[src/rtl/nmr_bstrm_pls_gen.sv]
// Bitstream pulse generator: the responder side of the BT_START/BT_DONE
// handshake. It takes one {initial delay, pulse length, post-pulse delay}
// command and plays it out on PLS_OUT. It counts completed commands on CMD_CNT.
//
// state | meaning
// ------+--------------------------------------------------------------
// IDLE  | ready, BT_DONE=1, waiting for BT_START
// LOAD  | one cycle; picks the first nonzero phase and loads the timer
// IDLY  | initial delay, PLS_OUT inactive
// PLS   | pulse, PLS_OUT = PLS_POL
// EDLY  | post-pulse delay, PLS_OUT inactive
module nmr_bstrm_pls_gen #(
  parameter int   IDLY_WIDTH = 32,
  parameter int   PLS_WIDTH  = 32,
  parameter int   EDLY_WIDTH = 32,
  parameter logic PLS_POL    = 1'b1,
  parameter int   CNT_WIDTH  = 16
) (
  input  logic                  CLK,
  input  logic                  RST,
  input  logic                  BT_START,
  output logic                  BT_DONE,
  input  logic [IDLY_WIDTH-1:0] idly_reg,
  input  logic [PLS_WIDTH-1:0]  pls_reg,
  input  logic [EDLY_WIDTH-1:0] edly_reg,
  output logic                  PLS_OUT,
  output logic [CNT_WIDTH-1:0]  CMD_CNT,
  input  logic                  CNT_CLR
);

  // The timer must hold the widest field so an all-ones value runs its full length.
  localparam int CW_A = (IDLY_WIDTH > PLS_WIDTH) ? IDLY_WIDTH : PLS_WIDTH;
  localparam int CW   = (CW_A > EDLY_WIDTH) ? CW_A : EDLY_WIDTH;

  typedef enum logic [4:0] {
    ST_IDLE = 5'b00001,
    ST_LOAD = 5'b00010,
    ST_IDLY = 5'b00100,
    ST_PLS  = 5'b01000,
    ST_EDLY = 5'b10000
  } state_e;

  state_e                state_q, state_d;
  logic [CW-1:0]         cnt_q, cnt_d;
  logic [IDLY_WIDTH-1:0] idly_q;
  logic [PLS_WIDTH-1:0]  pls_q;
  logic [EDLY_WIDTH-1:0] edly_q;
  logic                  done_q;
  logic                  pls_out_q;
  logic [CNT_WIDTH-1:0]  cmd_cnt_q;
  logic                  latch_en;
  logic                  cmd_done;

  // Next nonzero phase, searching from each phase onward; zero phases are skipped.
  state_e        from_idly_st, from_pls_st, from_edly_st;
  logic [CW-1:0] from_idly_cnt, from_pls_cnt, from_edly_cnt;

  // Resolve the phase chain from the latched command fields.
  always_comb begin
    from_edly_st  = ST_IDLE;
    from_edly_cnt = '0;
    if (edly_q != '0) begin
      from_edly_st  = ST_EDLY;
      from_edly_cnt = CW'(edly_q);
    end
    from_pls_st  = from_edly_st;
    from_pls_cnt = from_edly_cnt;
    if (pls_q != '0) begin
      from_pls_st  = ST_PLS;
      from_pls_cnt = CW'(pls_q);
    end
    from_idly_st  = from_pls_st;
    from_idly_cnt = from_pls_cnt;
    if (idly_q != '0) begin
      from_idly_st  = ST_IDLY;
      from_idly_cnt = CW'(idly_q);
    end
  end

  // Next-state and timer logic; a phase ends when the down-counter reaches 1.
  always_comb begin
    state_d  = state_q;
    cnt_d    = cnt_q;
    latch_en = 1'b0;
    unique case (state_q)
      ST_IDLE: begin
        if (BT_START) begin
          state_d  = ST_LOAD;
          latch_en = 1'b1;
        end
      end
      ST_LOAD: begin
        state_d = from_idly_st;
        cnt_d   = from_idly_cnt;
      end
      ST_IDLY: begin
        if (cnt_q == CW'(1)) begin
          state_d = from_pls_st;
          cnt_d   = from_pls_cnt;
        end else begin
          cnt_d = cnt_q - CW'(1);
        end
      end
      ST_PLS: begin
        if (cnt_q == CW'(1)) begin
          state_d = from_edly_st;
          cnt_d   = from_edly_cnt;
        end else begin
          cnt_d = cnt_q - CW'(1);
        end
      end
      ST_EDLY: begin
        if (cnt_q == CW'(1)) begin
          state_d = ST_IDLE;
          cnt_d   = '0;
        end else begin
          cnt_d = cnt_q - CW'(1);
        end
      end
      default: begin
        state_d = ST_IDLE;
        cnt_d   = '0;
      end
    endcase
    cmd_done = (state_q != ST_IDLE) && (state_d == ST_IDLE);
  end

  // FSM registers; outputs are decoded from the next state so they change on the same edge.
  always_ff @(posedge CLK) begin
    if (RST) begin
      state_q   <= ST_IDLE;
      cnt_q     <= '0;
      idly_q    <= '0;
      pls_q     <= '0;
      edly_q    <= '0;
      done_q    <= 1'b1;
      pls_out_q <= ~PLS_POL;
    end else begin
      state_q   <= state_d;
      cnt_q     <= cnt_d;
      done_q    <= (state_d == ST_IDLE);
      pls_out_q <= (state_d == ST_PLS) ? PLS_POL : ~PLS_POL;
      if (latch_en) begin
        idly_q <= idly_reg;
        pls_q  <= pls_reg;
        edly_q <= edly_reg;
      end
    end
  end

  // Completed-command counter; clear wins over a coincident completion.
  always_ff @(posedge CLK) begin
    if (RST || CNT_CLR) begin
      cmd_cnt_q <= '0;
    end else if (cmd_done) begin
      cmd_cnt_q <= cmd_cnt_q + CNT_WIDTH'(1);
    end
  end

  assign BT_DONE = done_q;
  assign PLS_OUT = pls_out_q;
  assign CMD_CNT = cmd_cnt_q;

endmodule
[config.mk]
export PLATFORM = sky130hd
export DESIGN_NAME = nmr_bstrm_pls_gen
export DESIGN_NICKNAME = d
export VERILOG_FILES = /design/src/rtl/nmr_bstrm_pls_gen.sv
export SDC_FILE = /design/constraint.sdc
export NUM_CORES = 1
export LEC_CHECK = 0
export BUFFER_PORTS_ARGS = -buffer_cell sky130_fd_sc_hd__buf_2
export CORE_ASPECT_RATIO = 0.7
export CORE_UTILIZATION = 50
export DETAILED_ROUTE_END_ITERATION = 8
export GPL_ROUTABILITY_DRIVEN = 0
export GPL_TIMING_DRIVEN = 1
export PLACE_DENSITY_LB_ADDON = 0.1
export SYNTH_ARGS = -nofsm -noshare
export SYNTH_HDL_FRONTEND = slang
export SYNTH_SLANG_ARGS = --single-unit
[constraint.sdc]
create_clock -name CLK -period 2.4 [get_ports CLK]
set_clock_uncertainty 0.05 [all_clocks]
set_input_delay 0.6 -clock CLK [delete_from_list [all_inputs] [get_ports CLK]]
set_output_delay 0.6 -clock CLK [all_outputs]
set_load 0.005 [all_outputs]
==> out/qor.csv <==
metric,value,unit
status,"finished, violations left",
violations,negative setup slack,
slew_headroom,0.5759,
core_area,13360,um^2
crit_path_start_kind,flip-flop,
required,2690,ps
cp_data_arrival_time,2720,ps
hold-worst-slack,358.4,ps
final_nets,1209,
post-route-drc-count,0,
synth_area,6928,um^2
peakVddDrop,0.0004877,V
crit_path_top_delay_cell,or4_4,
drive_above_1_share,0.3023,
yosysUniqueCellTypes,54,
first_pass_iters,5,
io_pins,118,
syn_area_per_cell,7.655,um^2
grt_pass1_vias,6524,
critPathMaxStageDelay,570,ps
die_h,100.5,um
power_density,663.3,nW/um^2
setup-tns-final,-84.75,ps
critPathCaptureType,flip-flop,
hpwl,15510,um
drv_slew,0,
grt_max_degree,137,
maxCapViolations,0,
netlist_top_cells_count,"nand2_1 (264), dfxtp_1 (151), a21oi_1 (129)",
port_buffers,117,
yosysTopAreaCell,dfxtp_1,
rsz0062_at_grt,true,
period_needed,2427,ps
hp-class,in2reg,
grt.overflow.total,0,
setup_violations,5,
die_area,14340,um^2
wl_per_cell,17.63,um
fin_crit_sh,1.011,
vias_per_cell,5.794,
async_reset_ff_frac,0,
grt_pass1_wl,34430,um
yosysWarnings,0,
max_freq,412.0,MHz
cp_num_buf_inv,3,
clk_pin_slew,70,ps
leakage,3.858,nW
hold_viol_final,0,
yosysSeqAreaShare,0.4363,
die_x,142.7,um
crit_fanout,9,
path_cells,inv_1 > ha_1 > nor4b_4 > nand2_2 > or4_4 > a21oi_4 > buf_12 > buf_6 > nand2_1 > a21oi_1,
crit_type,reg2reg,
synth-edff-count,0,
worst_pin_slew,636.1,ps
cts_tree,done,
cts_max_level,4,
dp_slack,-107.1,ps
vias,7550,
synth.most_common_cell,nand2_1,
routed_wl,22980,um
grt_usage,0.3129,
layout_setup_ws,-26.93,ps
cp_top_family,simple AND/OR/NAND/NOR gates,
holdBufCountCts,0,
drt-initial-drc-count,797,
diodes,0,
insertion_delay,420,ps
clock-root-buffer,clkbuf_16,
syn_nets,1008,
area_growth_syn_to_layout,36.82,%
antenna_found_initial,0,
std_cell_rows,35,
ys_seq_elements,151,
clock-sinks,151,
synth_top_flop_cell,dfxtp_1,
cts_buffers,17,
ant_nets,0,
clockBufferDepth,2,
syn_inst,905,
synth.area.top_cells,"dfxtp_1 (44%), nand2_1 (14%), a21oi_1 (9.3%), nor4_1 (3.2%), clkbuf_1 (2.8%)",
start_util,0.5187,
synth_top_area_share,0.4363,
-- through the flow --
| stage | power, mW | util | instance area, um^2 | cells |
|---|---|---|---|---|
| 5_1_grt | 6.522 | 0.7097 | 9479 | 1303 |
| 3_3_place_gp | 3.554 | 0.6358 | 8492 | 1265 |
| 2_1_floorplan | 3.184 | - | 6928 | 905 |
| 4_1_cts | 6.255 | 0.6867 | 9173 | 1297 |
| 3_5_place_dp | 3.564 | 0.6358 | 8492 | 1265 |
| 6_report | 6.288 | 0.7097 | 9479 | 1303 |
-- report_power, final --
part           internal (mW)  leakage [nW]  switching (mW)  total, mW
logic                  0.369          2.35           0.485      0.854
registers               2.62          1.23           0.109       2.73
clock network           1.55         0.280            1.15       2.70
-- sequential cells by signal, indices dropped and copies added, names as in the netlist --
register,count
idly_q,32
BT_DONE,1
pls_q,32
CMD_CNT,16
edly_q,32
PLS_OUT,1
state_q,5
cnt_q,32
-- per-layer routing --
| layer | part of all wire | vias up | routed length [um] | global-route usage |
|---|---|---|---|---|
| met1 | 0.46 | 3443 | 10570 | 0.4747 |
| met4 | 0.019 | 0 | 438 | 0.09264 |
| met3 | 0.12 | 45 | 2802 | 0.08789 |
| li1 | - | 3648 | - | - |
| met2 | 0.40 | 414 | 9168 | 0.4208 |
| met5 | 0 | - | 0 | 0 |
-- logic make-up after synthesis --
family / share of synthesized area
mux: 0.002890
compound gates: 0.2211
buf+inv: 0.04064
simple gates: 0.2747
xor+xnor: 0.01896
fa+ha+maj: 0.005419
flops: 0.4363
-- area by class of cell --
cell class              count  area, um^2
flip-flops and latches    151        3025
clock buffers              17       425.4
clock inverters            14       166.4
multi-input cells         686        3950
repair buffers            244        1658
inverters                   6       22.52
well taps                 185       231.5
fillers                  1072        3877
-- worst reg2reg max path: cells and delay by family (launching register included) --
kind                       cells  cell delay, ps
buffers and inverters          3             380
DFF                            1             310
adders and majority gates      1             170
and+or+nand+nor                4            1060
AOI/OAI and AO/OA              2             380
-- cell usage in the layout, fill, tap and decap left out, types with 8 or more instances in the layout --
cell / instances
nand2_1: 261
dfxtp_1: 149
a21oi_1: 128
buf_4: 117
buf_2: 116
nor2_1: 40
nor4_1: 21
clkbuf_16: 18
a31oi_1: 17
a221oi_1: 16
o21ai_0: 15
nand4_1: 14
nor3_1: 11
nor4_2: 10
o21ai_1: 10
a222oi_1: 9
xor2_1: 8
o41ai_1: 8
-- path summary, 6_finish.rpt --
| path | startpoint | endpoint | slack (ps) | depth (start not counted) |
|---|---|---|---|---|
| worst max register to register | cnt_q[1] | cnt_q[0] | -30 | 10 |
| worst min register to register | idly_q[9] | idly_q[9] | 430 | 2 |
| worst min-delay path | edly_reg[3] | edly_q[3] | 360 | 3 |
| worst max-delay path | cnt_q[1] | cnt_q[0] | -30 | 10 |
-- what timing repair did --
item	4_1_cts	5_1_grt
cloned	0	2
buffers inserted	1	5
setup endpoints to repair	27	50
resized for setup	15	49
pin swaps	2	13
Power figures use the tool's default switching activity.
